$ cat config.mk
export PLATFORM = sky130hd
export DESIGN_NAME = ahb_decoder_dp
export DESIGN_NICKNAME = d
export VERILOG_FILES = /design/src/rtl/ahb_decoder_dp.sv
export SDC_FILE = /design/constraint.sdc
export NUM_CORES = 1
export LEC_CHECK = 0
export ABC_CLOCK_PERIOD_IN_PS = 5400
export BUFFER_PORTS_ARGS = -buffer_cell sky130_fd_sc_hd__buf_4
export CAP_MARGIN = 20
export CORE_MARGIN = 3
export CORE_UTILIZATION = 45
export DETAILED_ROUTE_END_ITERATION = 7
export PLACE_DENSITY_LB_ADDON = 0.15
export SYNTH_ARGS = -nofsm -noshare
export SYNTH_HDL_FRONTEND = slang
export SYNTH_SLANG_ARGS = --single-unit
$ cat constraint.sdc
create_clock -name hclk -period 5.4 [get_ports hclk]
set_clock_uncertainty 0.05 [all_clocks]
set_input_delay 1.35 -clock hclk [delete_from_list [all_inputs] [get_ports hclk]]
set_output_delay 1.35 -clock hclk [all_outputs]
set_load 0.05 [all_outputs]
$ cat src/rtl/ahb_decoder_dp.sv
// AHB address decoder with registered data-phase select and a built-in default slave
// that answers unmapped NONSEQ/SEQ transfers with a two-cycle ERROR response.
module ahb_decoder_dp #(
   parameter int AHB_ADDR_WIDTH = 32,
   parameter int SLAVE_NUM      = 4,
   parameter logic [SLAVE_NUM-1:0][AHB_ADDR_WIDTH-1:0] LOW_ADDR  =
      {32'h0000_5000, 32'h0000_2400, 32'h0000_0400, 32'h0000_0000},
   parameter logic [SLAVE_NUM-1:0][AHB_ADDR_WIDTH-1:0] HIGH_ADDR =
      {32'h0000_5FFF, 32'h0000_24FF, 32'h0000_0CFF, 32'h0000_03FF},
   parameter logic [AHB_ADDR_WIDTH-1:0] REMAP_LOW  = 32'h0000_0000,
   parameter logic [AHB_ADDR_WIDTH-1:0] REMAP_HIGH = 32'h0000_03FF,
   parameter int REMAP_SLAVE = 1,
   parameter int ERR_CNT_W   = 8
) (
   input  logic                      hclk,
   input  logic                      hreset_n,
   input  logic [AHB_ADDR_WIDTH-1:0] haddr,
   input  logic [1:0]                htrans,
   input  logic                      hready,
   input  logic                      hremap,
   output logic [SLAVE_NUM-1:0]      hsel,
   output logic                      default_slv_sel,
   output logic [SLAVE_NUM-1:0]      data_sel,
   output logic                      data_def_sel,
   output logic                      hreadyout_def,
   output logic                      hresp_def,
   output logic [ERR_CNT_W-1:0]      err_cnt
);

   localparam logic [1:0] HTRANS_NONSEQ = 2'b10;
   localparam logic [1:0] HTRANS_SEQ    = 2'b11;
   localparam logic [SLAVE_NUM-1:0] REMAP_ONEHOT = SLAVE_NUM'(1) << REMAP_SLAVE;

   typedef enum logic [1:0] {
      ST_OK   = 2'd0,
      ST_ERR1 = 2'd1,
      ST_ERR2 = 2'd2
   } def_state_t;

   def_state_t               state;
   logic [SLAVE_NUM-1:0]     prio_sel;
   logic [SLAVE_NUM-1:0]     dec_sel;
   logic                     remap_hit;
   logic                     trans_active;
   logic                     err_start;

   // Bounds are passed as arguments so a zero lower bound is not folded into a constant compare.
   function automatic logic in_range(input logic [AHB_ADDR_WIDTH-1:0] addr,
                                     input logic [AHB_ADDR_WIDTH-1:0] lo,
                                     input logic [AHB_ADDR_WIDTH-1:0] hi);
      return (addr >= lo) && (addr <= hi);
   endfunction

   // Scanning from the top index down lets the lowest matching region overwrite the rest.
   always_comb begin
      prio_sel = '0;
      for (int i = SLAVE_NUM - 1; i >= 0; i--) begin
         if (in_range(haddr, LOW_ADDR[i], HIGH_ADDR[i])) begin
            prio_sel    = '0;
            prio_sel[i] = 1'b1;
         end
      end
      remap_hit = hremap && in_range(haddr, REMAP_LOW, REMAP_HIGH);
      dec_sel   = remap_hit ? REMAP_ONEHOT : prio_sel;
   end

   assign trans_active    = (htrans == HTRANS_NONSEQ) || (htrans == HTRANS_SEQ);
   assign hsel            = trans_active ? dec_sel : '0;
   assign default_slv_sel = trans_active && (dec_sel == '0);
   assign err_start       = hready && default_slv_sel;

   always_ff @(posedge hclk or negedge hreset_n) begin
      if (!hreset_n) begin
         data_sel     <= '0;
         data_def_sel <= 1'b0;
      end else if (hready) begin
         data_sel     <= hsel;
         data_def_sel <= default_slv_sel;
      end
   end

   // Outputs are loaded together with the state they belong to, so they stay pure Moore.
   always_ff @(posedge hclk or negedge hreset_n) begin
      if (!hreset_n) begin
         state         <= ST_OK;
         hreadyout_def <= 1'b1;
         hresp_def     <= 1'b0;
         err_cnt       <= '0;
      end else begin
         case (state)
            ST_OK, ST_ERR2: begin
               if (err_start) begin
                  state         <= ST_ERR1;
                  hreadyout_def <= 1'b0;
                  hresp_def     <= 1'b1;
                  if (err_cnt != '1) err_cnt <= err_cnt + ERR_CNT_W'(1);
               end else begin
                  state         <= ST_OK;
                  hreadyout_def <= 1'b1;
                  hresp_def     <= 1'b0;
               end
            end
            ST_ERR1: begin
               state         <= ST_ERR2;
               hreadyout_def <= 1'b1;
               hresp_def     <= 1'b1;
            end
            default: begin
               state         <= ST_OK;
               hreadyout_def <= 1'b1;
               hresp_def     <= 1'b0;
            end
         endcase
      end
   end

endmodule

==> results of run 1 <==
[critical path: stages]
cell,delay [ps]
buf_4,110
or4_4,550
nor3_1,220
nand4_1,210
a2111oi_2,410
buf_4,270
[cell families after synthesis]
logic type / count (synthesis) / share of synthesized area
AOI/OAI and AO/OA: 6 / 0.0785
buffers and inverters: 3 / 0.0122
adders and majority gates: 1 / 0.0135
DFF: 17 / 0.461
xor gates and xnor gates: 7 / 0.0663
and+or+nand+nor: 39 / 0.291
muxes: 6 / 0.0771
[cell type report]
class                   instances  area (um2)
fillers                       147         499
multi-input cells              59         487
flip-flops and latches         17         427
repair buffers                 48         360
well taps                      25        31.3
clock buffers                   3        22.5
inverters                       2        7.51
clock inverters                 1        5.00
[where the power goes]
part | internal [mW] | switching [mW]
Combinational | 0.0662 | 0.108
Clock | 0.0275 | 0.0394
Sequential | 0.148 | 0.0255
Total | 0.242 | 0.173
[layout by cell type, fill, tap and decap left out]
cell type  count
buf_4         48
dfrtp_1       16
nand2_1        8
nor2_1         5
mux2_2         5
xor2_1         4
nand4_1        3
nand3_1        3
xnor2_1        3
clkbuf_4       3
or4_4          2
nor3_1         2
or4_1          2
inv_1          2
nor3b_1        2
nor4b_1        2
and3_1         2
or3b_2         1
nor4b_2        1
or4bb_1        1
a22oi_1        1
o21a_1         1
nor4_4         1
o21bai_1       1
o2111ai_4      1
and2_4         1
a2111oi_2      1
nor2b_1        1
a21o_2         1
and4_1         1
nor2b_4        1
mux2_4         1
ha_1           1
clkinv_2       1
dfstp_2        1
[routing by layer]
metal  vias up  routed length (um)
li1        393                   -
met4         0                  13
met5         -                   0
met2        31                1070
met1       395                 848
met3         2                 139
[registers in the layout, indices dropped and copies added (netlist names)]
name           count
err_cnt            8
data_sel           4
hreadyout_def      1
data_def_sel       1
state              2
hresp_def          1
[worst paths after layout]
check,endpoint,slack (ps),cells past startpoint
worst min-delay path,state[1]$_DFF_PN0_,380,1
worst min register to register,state[1]$_DFF_PN0_,380,1
worst max register to register,err_cnt[7]$_DFFE_PN0P_,3690,5
max in group asynchronous,hreadyout_def$_DFF_PN1_,4190,1
worst max-delay path,hsel[1],880,6
min in group asynchronous,hresp_def$_DFF_PN0_,850,1
[metrics by stage]
stage                     area (um2)  std cells
final                           1340        155
after global routing            1340        155
after CTS                       1340        155
after detailed placement        1310        151
after global placement          1310        151
after floorplan                  925         79
==> summary.md, run 1 <==
| Metric | Value |
|---|---|
| Skew-Pair Late Insertion Delay | `290 ps` |
| GRT met3 Usage | `0.0583` |
| Post-route DRC | `0` |
| # setup viols final | `0` |
| PostCTS Resize Cnt | `0` |
| Initial Utilization | `0.503` |
| Hold Vio Cnt, Final | `0` |
| IO Port Bufs | `48` |
| Final Power | `around 420 uW` |
| Clk sink count | `17` |
| Post-synth EDFFs | `0` |
| CTS tree | `done` |
| RSZ-0062 raised after global routing | `false` |
| Post-place setup slack | `approximately 860 ps` |
| Gpl congestion | `~0.8` |
| Antenna Cells | `0` |
| Io pins | `58` |
| Crit. End Element | `output pin` |
| Setup_tns | `0 ps` |
| Clock buffer depth | `2` |
| Commonest cells post-synth | `dfrtp_1 (16), nand2_1 (8), mux2_2 (5), nor2_1 (5), xor2_1 (4)` |
| Share of the synthesized area in the top cell type | `0.433` |
| Util after Layout | `0.729` |
| Die W | `between 50 and 60 um` |
| Fin crit period | `roughly 4500 ps` |
| Max Cap Viol | `0` |
| WP data required | `roughly 4000 ps` |
| M1 GR Usage | `0.195` |
| Global-route wire length before repair | `3.35 mm` |
| Asr flop ratio synth | `1.00` |
| Critical path type | `in -> out` |
| Worst hold slack | `376 ps` |
| Synthesis Warnings | `0` |
| Number of global-route vias before repair | `between 700 and 800` |
| Min-delay worst type | `reg -> reg` |
| Max Fclk | `about 0.22 GHz` |
| Busiest metal layer after global routing | `met2` |
| Mean Syn Cell Area | `~12 um2` |
| Vias | `around 820` |
| Root buf cell | `clkbuf_4` |
| Syn_nets | `approximately 120` |
| PwrDens | `just over 300 nW/um2` |
| Dominant cells by area after synthesis | `dfrtp_1 (43%), mux2_2 (6.1%), xor2_1 (3.8%), nand2_1 (3.2%), dfstp_2 (2.8%)` |
| Setup Buffers After CTS | `0` |
| Most common cell in the netlist | `dfrtp_1` |
| Drt wl/cell | `approximately 13 um` |
| Die area | `around 2600 um2` |
| Worst Tran Pin Value | `~360 ps` |
| Post-DRT Antenna Nets | `0` |
| Sequential area share after synthesis | `0.461` |
| Chip Height | `between 50 and 60 um` |
| Nets@finish | `between 150 and 200` |
| Netlist cell types | `33` |
| DR pass1 iterations | `4` |
| DP HPWL | `1.72 mm` |
| Seq cells post-synth | `17` |
| Clock transition at path regs | `100 ps` |
| Max_slew headroom | `0.756` |
| Outcome | `finished, final reports clean` |
| CTS H-Tree Depth | `1` |
| Layout cells sized above 1 | `0.531` |
| Vias per cell | `between 5 and 6` |
| Area Growth Syn to Fin | `44.9%` |
| Clock buffer count from CTS | `3` |
| Total Routing Usage GR | `0.170` |
| Final max-slew violation count | `0` |
| Dominant cell type by area after synthesis | `dfrtp_1` |
| Hold path startpoint | `state[1]$_DFF_PN0_` |
| CTS Hold Buffers Added | `0` |
| Fin crit share | `0.838` |
| Core area | `between 1500 and 2000 um2` |
| Worst Setup SP | `haddr[23]` |
| WL final | `2.07 mm` |
| Leak | `between 0.6 and 0.7 nW` |
| Peak supply drop | `0.379 mV` |
| Mapped Area | `around 920 um2` |
| Grt met2 use | `0.303` |
| Largest net degree at the start of global routing | `18` |
| Final worst slack | `877 ps` |
| Syn Inst Count | `between 70 and 80` |
| Worst-path maximum fanout | `3` |
| Critical Path AT | `between 3000 and 4000 ps` |
| Grt ovf | `0` |
| Primary FF master, synth | `dfrtp_1` |
| FP Rows | `15` |
| DRT iter0 DRCs | `7` |
| CP startpoint kind | `primary input` |
| Initial antenna violation count | `0` |
| Reg2Reg Launch Point | `err_cnt[2]$_DFFE_PN0P_` |
(Power assumes the default switching activity.)
==> run 2: changes to the inputs <==
--- a/config.mk
+++ b/config.mk
@@ -5,11 +5,11 @@
 export SDC_FILE = /design/constraint.sdc
 export NUM_CORES = 1
 export LEC_CHECK = 0
-export ABC_CLOCK_PERIOD_IN_PS = 5400
+export ABC_CLOCK_PERIOD_IN_PS = 3800
 export BUFFER_PORTS_ARGS = -buffer_cell sky130_fd_sc_hd__buf_4
 export CAP_MARGIN = 20
 export CORE_MARGIN = 3
-export CORE_UTILIZATION = 45
+export CORE_UTILIZATION = 37
 export DETAILED_ROUTE_END_ITERATION = 7
 export PLACE_DENSITY_LB_ADDON = 0.15
 export SYNTH_ARGS = -nofsm -noshare
==> constraint.sdc (replaced) <==
create_clock -name hclk -period 3.8 [get_ports hclk]
set_clock_uncertainty 0.05 [all_clocks]
set_input_delay 0.95 -clock hclk [delete_from_list [all_inputs] [get_ports hclk]]
set_output_delay 0.95 -clock hclk [all_outputs]
set_load 0.05 [all_outputs]
==> summary.md, run 2 (same netlist as run 1, synthesis figures left out) <==
| Metric | Value |
|---|---|
| RSZ-0062 raised after global routing | `false` |
| Skew-Pair Late Insertion Delay | `290 ps` |
| Vias per cell | `slightly above 5` |
| Internal power | `346 uW` |
| Critical path type | `in -> out` |
| Hold Vio Cnt, Final | `0` |
| Grt ovf | `0` |
| Core area | `roughly 2300 um2` |
| Clock share of power | `0.161` |
| Root buf cell | `clkbuf_4` |
| Setup_tns | `0 ps` |
| Antenna Cells | `0` |
| Crit. End Element | `output pin` |
| CP max-delay cell | `or4_4` |
| Clock buffer count from CTS | `3` |
| Max Cap Viol | `0` |
| WP data required | `2800 ps` |
| Vias | `between 800 and 900` |
| Peak supply drop | `0.393 mV` |
| Fin crit share | `0.955` |
| Min-delay worst type | `reg -> reg` |
| Sw power | `about 250 uW` |
| Critical Path AT | `approximately 2600 ps` |
| WL final | `approximately 2.1 mm` |
| CTS H-Tree Depth | `1` |
| CTS tree | `done` |
| Outcome | `finished, final reports clean` |
| # setup viols final | `0` |
| Gpl congestion | `between 0.8 and 0.9` |
| Initial Utilization | `0.403` |
| Clk sink count | `17` |
| Leak | `between 0.6 and 0.7 nW` |
| Clock buffer depth | `2` |
| Part of the power in registers | `0.419` |
| Total Routing Usage GR | `0.145` |
| Top Registers | `err_cnt x8, data_sel x4, state x2` |
| Number of flip-flops in the largest register | `8` |
| CP startpoint kind | `primary input` |
| Crit-path cells | `buf_4, or4_4, nor3_1, nand4_1, buf_4, a2111oi_4, buf_4` |
| Final max-slew violation count | `0` |
| Combinational share of power | `0.420` |
| DP HPWL | `1.74 mm` |
| Global-route wire length before repair | `between 3 and 4 mm` |
| Largest net degree at the start of global routing | `18` |
| Largest delay share family, worst path | `simple AND/OR/NAND/NOR gates` |
| DRT iter0 DRCs | `10` |
| Buf+Inv Stages, Crit Path | `3` |
| Finished Layout Cells | `160` |
| Most frequent cells in the layout | `buf_4 (50), dfrtp_1 (16), nand2_1 (8)` |
| CP peak stage delay | `between 500 and 600 ps` |
| Chip Height | `between 50 and 60 um` |
| Layout cells sized above 1 | `0.538` |
| Worst-path maximum fanout | `3` |
| IO Port Bufs | `48` |
| Drt wl/cell | `13.2 um` |
| Post-route DRC | `0` |
| Nets@finish | `between 150 and 200` |
| Register with the most flip-flops | `err_cnt` |
| Commonest non-fill, non-tap cell in the layout | `buf_4` |
| Initial antenna violation count | `0` |
| DR pass1 iterations | `4` |
| PwrDens | `427 nW/um2` |
| Switching portion of total power | `0.415` |
| Area Growth Syn to Fin | `49.7%` |
| Clock transition at path regs | `about 90 ps` |
| Number of global-route vias before repair | `around 840` |
| Io pins | `between 50 and 60` |
| Placed cells | `about 160` |
| Critical Path Most Common Cell | `buf_4` |
| Die area | `about 3100 um2` |
| FP Rows | `17` |
| Max_slew headroom | `0.719` |
| Max Fclk | `about 0.28 GHz` |
| Fin crit period | `3630 ps` |
| Die W | `about 56 um` |
| Worst Tran Pin Value | `~420 ps` |
| Post-DRT Antenna Nets | `0` |
-- run 2: routing by layer --
metal  up-vias  GRT usage  share of wire
met1       387      0.168           0.40
met3         5     0.0557          0.074
met4         0     0.0508          0.017
met2        27      0.244           0.50
met5         -          0              0
li1        396          -              -
-- run 2: worst register-to-register path, cell delays in order, from the launching register on --
cell and delay [ps]:
dfrtp_1 450, ha_1 260, nand4_1 140, nand2_1 150, nor4b_1 380, xor2_1 190
-- run 2: worst paths after layout --
kind | from | endpoint | slack [ps] | depth (start not counted)
worst max-delay path | haddr[23] | hsel[1] | 170 | 7
worst min-delay path | state[1]$_DFF_PN0_ | state[1]$_DFF_PN0_ | 370 | 1
worst max register to register | err_cnt[0]$_DFFE_PN0P_ | err_cnt[5]$_DFFE_PN0P_ | 2110 | 5
worst min register to register | state[1]$_DFF_PN0_ | state[1]$_DFF_PN0_ | 370 | 1
max in group asynchronous | hreset_n | hreadyout_def$_DFF_PN1_ | 3000 | 1
min in group asynchronous | hreset_n | err_cnt[1]$_DFFE_PN0P_ | 450 | 1
-- run 2: final cells by class --
| type | count | area [um2] |
|---|---|---|
| Tap cell | 28 | 35.0 |
| Timing Repair Buffer | 50 | 375 |
| Inverter | 2 | 7.51 |
| Fill cell | 206 | 913 |
| Clock buffer | 4 | 26.3 |
| Multi-Input combinational cell | 59 | 513 |
| Sequential cell | 17 | 427 |
-- run 2: power by group through the flow --
stage | sequential (mW) | combinational [mW] | clock (mW)
finish | 0.248 | 0.248 | 0.0949
global route | 0.256 | 0.265 | 0.105
CTS | 0.248 | 0.251 | 0.101
detailed placement | 0.251 | 0.251 | 0
global placement | 0.249 | 0.248 | 0
floorplan | 0.344 | 0.0641 | 0
-- run 2: what timing repair did --
item | in CTS | in global routing
hold buffers | 0 | 0
setup endpoints to repair | 0 | 1
buffers inserted | 0 | 1
resized for setup | 0 | 0
-- run 2: stage by stage --
step | hold WS (ps) | utilization | setup WS [ps] | power (mW) | cell area (um2)
3_3_place_gp | 355 | 0.588 | 90.1 | 0.498 | 1350
3_5_place_dp | 360 | 0.588 | 71.5 | 0.502 | 1350
2_1_floorplan | 339 | - | 115 | 0.408 | 951
4_1_cts | 374 | 0.599 | 54.8 | 0.601 | 1380
6_report | 374 | 0.602 | 172 | 0.591 | 1380
5_1_grt | 420 | 0.602 | 100 | 0.627 | 1380
